==> src/rtl/psum_acc_ctrl.sv <==
// Partial-sum accumulation controller: sequences operand accepts, psum clear/enable and result handoff.
// Optional stall counter is built only when PSUM_ACC_CTRL_STALL_CNT_EN is defined.
module psum_acc_ctrl #(
  parameter int CNT_WIDTH   = 4,
  parameter int STALL_WIDTH = 16
) (
  input  logic                   clk,
  input  logic                   rst,
  input  logic                   start,
  input  logic [CNT_WIDTH-1:0]   filt_len,
  input  logic [CNT_WIDTH-1:0]   num_psums,
  input  logic                   in_valid,
  output logic                   in_ready,
  output logic                   in_reg_en,
  output logic                   psum_en,
  output logic                   psum_clear,
  output logic                   psum_valid,
  input  logic                   psum_ready,
  output logic                   busy,
`ifdef PSUM_ACC_CTRL_STALL_CNT_EN
  output logic [STALL_WIDTH-1:0] stall_cnt,
`endif
  output logic                   done
);

  // state | meaning
  // IDLE  | waiting for start; done pulses here after a run
  // CLEAR | one-cycle clear of the psum register
  // ACC   | accepting operand pairs until filt_len MACs
  // FLUSH | last accumulate lands (delayed psum_en)
  // OUT   | psum_valid held until psum_ready
  typedef enum logic [2:0] {IDLE, CLEAR, ACC, FLUSH, OUT} state_t;

  state_t               state, state_nxt;
  logic [CNT_WIDTH-1:0] filt_len_q, num_psums_q;
  logic [CNT_WIDTH-1:0] mac_cnt, psum_cnt;
  logic [CNT_WIDTH-1:0] mac_inc, psum_inc;
  logic                 psum_en_q, done_q;
  logic                 accept, handshake, start_ok, start_bad, last_psum;

  assign mac_inc  = mac_cnt + CNT_WIDTH'(1);
  assign psum_inc = psum_cnt + CNT_WIDTH'(1);

  always_ff @(posedge clk) begin
    if (rst) state <= IDLE;
    else     state <= state_nxt;
  end

  always_comb begin
    state_nxt  = state;
    in_ready   = 1'b0;
    in_reg_en  = 1'b0;
    psum_clear = 1'b0;
    psum_valid = 1'b0;
    accept     = 1'b0;
    handshake  = 1'b0;
    start_ok   = 1'b0;
    start_bad  = 1'b0;
    last_psum  = 1'b0;
    case (state)
      IDLE: begin
        if (start) begin
          if (filt_len != '0 && num_psums != '0) begin
            start_ok  = 1'b1;
            state_nxt = CLEAR;
          end else begin
            start_bad = 1'b1;
          end
        end
      end
      CLEAR: begin
        psum_clear = 1'b1;
        state_nxt  = ACC;
      end
      ACC: begin
        in_ready  = 1'b1;
        in_reg_en = in_valid;
        accept    = in_valid;
        if (accept && mac_inc == filt_len_q) state_nxt = FLUSH;
      end
      FLUSH: state_nxt = OUT;
      OUT: begin
        psum_valid = 1'b1;
        if (psum_ready) begin
          handshake = 1'b1;
          last_psum = (psum_inc == num_psums_q);
          state_nxt = last_psum ? IDLE : CLEAR;
        end
      end
      default: state_nxt = IDLE;
    endcase
  end

  // Configuration is captured only on an accepted start, so bus changes mid-run are invisible.
  always_ff @(posedge clk) begin
    if (rst) begin
      filt_len_q  <= '0;
      num_psums_q <= '0;
      mac_cnt     <= '0;
      psum_cnt    <= '0;
      psum_en_q   <= 1'b0;
      done_q      <= 1'b0;
    end else begin
      psum_en_q <= accept;
      done_q    <= start_bad | (handshake & last_psum);
      if (start_ok) begin
        filt_len_q  <= filt_len;
        num_psums_q <= num_psums;
        mac_cnt     <= '0;
        psum_cnt    <= '0;
      end else begin
        if (state == CLEAR) mac_cnt <= '0;
        else if (accept)    mac_cnt <= mac_inc;
        if (handshake)      psum_cnt <= psum_inc;
      end
    end
  end

`ifdef PSUM_ACC_CTRL_STALL_CNT_EN
  always_ff @(posedge clk) begin
    if (rst) begin
      stall_cnt <= '0;
    end else if (start_ok) begin
      stall_cnt <= '0;
    end else if (((state == ACC && !in_valid) || (state == OUT && !psum_ready)) &&
                 stall_cnt != '1) begin
      stall_cnt <= stall_cnt + STALL_WIDTH'(1);
    end
  end
`endif

  assign psum_en = psum_en_q;
  assign busy    = (state != IDLE);
  assign done    = done_q;

endmodule

==> config.mk <==
export PLATFORM = sky130hd
export DESIGN_NAME = psum_acc_ctrl
export DESIGN_NICKNAME = d
export VERILOG_FILES = /design/src/rtl/psum_acc_ctrl.sv
export SDC_FILE = /design/constraint.sdc
export NUM_CORES = 1
export LEC_CHECK = 0
export BUFFER_PORTS_ARGS = -buffer_cell sky130_fd_sc_hd__buf_4
export CORE_MARGIN = 5
export CORE_UTILIZATION = 48
export CTS_CLUSTER_DIAMETER = 120
export CTS_CLUSTER_SIZE = 20
export DETAILED_ROUTE_END_ITERATION = 10
export HOLD_SLACK_MARGIN = 0.1
export PLACE_DENSITY_LB_ADDON = 0.15
export RECOVER_POWER = 25
export SETUP_SLACK_MARGIN = 0.4
export SLEW_MARGIN = 10
export SYNTH_ARGS = -nofsm -noshare
export SYNTH_HDL_FRONTEND = slang
export SYNTH_SLANG_ARGS = --single-unit
==> constraint.sdc <==
create_clock -name clk -period 1.8 [get_ports clk]
set_clock_uncertainty 0.2 [all_clocks]
set_input_delay 0 -clock clk [delete_from_list [all_inputs] [get_ports clk]]
set_output_delay 0 -clock clk [all_outputs]
set_load 0.02 [all_outputs]
==> metrics.cfg <==
[status]
status=finished with violations
violations=negative hold slack

[layout]
syn2layout_area_growth_pct=45.10
final_cell_mix=buf_4 (21), dfxtp_1 (16), nor2_1 (12), xor2_1 (10), buf_6 (10)
area.sequential_um2=436.7
final_common_cell=buf_4
final_cell_area_mm2=0.001558
final_layout_size_suffix_gt1_frac=0.4228
fin_util=0.7180
final_nets=165
diodes=0
multi_input_area_um2=706.9
fillers=180

[worst_setup_path]
start_kind=flip-flop
cp_cell_sequence=or4b_4 -> a211oi_2 -> o2111ai_1 -> a22oi_1
arrival_ps=1640
slowest_stage=or4b_4
endpoint_kind=flip-flop
cp_max_fo=5
slowest_delay_ps=540
required_ps=1820
crit_type=reg2reg

[clock_network]
clkTransAtPathRegs_ps=110
cts_tree=yes
clock-sinks=21
cts_buffers=3
clock_latency_ps=290
clockRootBuffer=clkbuf_4
cts_buffer_depth=2
htree_num_levels=1

[drt]
route.detailed.drc=0
drt_iter0_markers=17
ant_nets=0
routedWlPerCell_um=14.42
vias=927
firstDrtPassIters=4
routed_wl_um=2552
avgViaCountPerCell=5.237

[sta]
relSlewSlack=0.5481
min_period_ps=1624
fmax_mhz=615.6
hold-worst-slack_ps=-257.5
rsz0062_at_grt=yes
hold_viol_final=8
slew_violations=0
finalSetupViolations=0
tightest_slew_ps=675.6
setup_tns_ps=0
fin_crit_sh=0.9025

[synth]
yosysWarnings=0
synth_top_cells_by_area=dfxtp_1 (39%), mux2i_1 (9.3%), xor2_1 (8.2%)
netlist_instances=113
syn_nets=128
synth_top_area_share=0.3916
yosysSeqAreaShare=0.3916
synth_area_leader_cell=dfxtp_1
ys_ff_latch=21
synthesis.area_mm2=0.001074
ys_types=32
syn_avg_cell_area_um2=9.500

[grt]
grt_start_max_net_pins=18
grt_overflow=0
grt_pass1_wl_um=4209
antenna_found_initial=0
grt_use_total=0.1622
grt_pass1_vias=914

[power_and_ir_drop]
power.density_mw_per_mm2=759.4
ir_drop_uv=474.7
p_leak_uw=0.0006593

[floorplanning]
die_y_um=57.29
initial_core_util=0.4948
core_mm2=0.002170
num_rows=17
die_x_um=57.29
dieArea_mm2=0.003282
ioPinCount=20

[placed_design]
place.gp.congestion=0.7192
placed_cell_area_mm2=0.001294
dp_hpwl_um=1608
io_buffers=19

[run]
cap_violations=0

[min_path]
hp-class=in2reg

-- cell type report --
type                    count  area share
inverters                   2    0.004819
flip-flops and latches     21      0.2803
repair buffers             40      0.2217
multi-input cells          82      0.4538
well taps                  28     0.02249
clock buffers               4     0.01687
-- synth_stat cells (all sizes together) --
library cell	instances
o21a	1
o31ai	2
mux2i	10
buf	2
a211oi	1
nand4	2
nand2b	1
xnor2	8
clkbuf	6
and4	1
a22oi	1
or4	2
nand4b	1
xor2	10
or4b	1
nor4bb	1
and2	1
dfxtp	21
inv	2
and4bb	1
nand2	3
nor3b	3
nand3b	1
nor3	8
ha	2
o2111ai	1
a31oi	1
nor2	12
a21oi	3
nand3	4
-- flip-flops by register name, indices dropped and copies added (netlist names) --
signal	cells
num_psums_q	4
filt_len_q	4
psum_en	1
done	1
mac_cnt	4
psum_cnt	4
state	3
-- per-layer routing --
| metal | track usage | vias up | wire length (um) |
|---|---|---|---|
| met5 | 0 | - | 0 |
| met4 | 0.04967 | 0 | 39 |
| met3 | 0.03394 | 4 | 133 |
| met2 | 0.2529 | 23 | 1161 |
| met1 | 0.2248 | 431 | 1218 |
| li1 | - | 469 | - |
-- power by group --
| part | internal [uW] | leakage [uW] | switching (uW) |
|---|---|---|---|
| logic | 230 | 0.000470 | 196 |
| registers | 501 | 0.000174 | 31.7 |
| clock network | 86.2 | 0.0000150 | 138 |
-- timing repair --
item / CTS / global route
gates resized for setup: 21 / 14
cloned: 0 / 0
setup endpoints to repair: 23 / 24
hold buffers: 3 / 1
setup buffers: 6 / 3
hold endpoints to repair: 21 / 17
pin swaps: 8 / 6
-- cells by family (layout without fill, tap and decap cells) --
| kind of cell | after synthesis | in the layout | share of synthesized area |
|---|---|---|---|
| XOR/XNOR | 18 | 18 | 0.1469 |
| buffers and inverters | 10 | 46 | 0.05711 |
| AO/OA/AOI/OAI | 10 | 10 | 0.06294 |
| AND/OR/NAND/NOR | 42 | 42 | 0.2249 |
| flip-flops | 21 | 21 | 0.3916 |
| adder cells (fa/ha/maj) | 2 | 2 | 0.02331 |
| multiplexers | 10 | 10 | 0.09324 |
-- worst max-delay path: cells and delay by family (launching register included) --
family           cells  cell delay [ps]
AND/OR/NAND/NOR      1              540
AO/OA/AOI/OAI        3              430
flip-flops           1              380
-- path summary, 6_finish.rpt --
kind	startpoint	endpoint	slack [ps]	depth (start not counted)
max	state[0]	state[0]	180	4
max reg2reg	state[0]	state[0]	180	4
min	num_psums[1]	num_psums_q[1]	-260	3
min reg2reg	state[2]	state[1]	290	1
-- per-stage QoR --
stage	worst slack (ps)	std cells	hold slack (ps)	power [uW]
3_3_place_gp	128.8	160	43.81	872.8
4_1_cts	162.1	173	-272.1	1155
5_1_grt	68.74	177	-279.4	1262
3_5_place_dp	128.1	160	53.98	878.9
6_report	175.6	177	-257.5	1183
2_1_floorplan	180.4	113	-52.79	798.1
No activity file was read; power rests on OpenSTA's default activity.
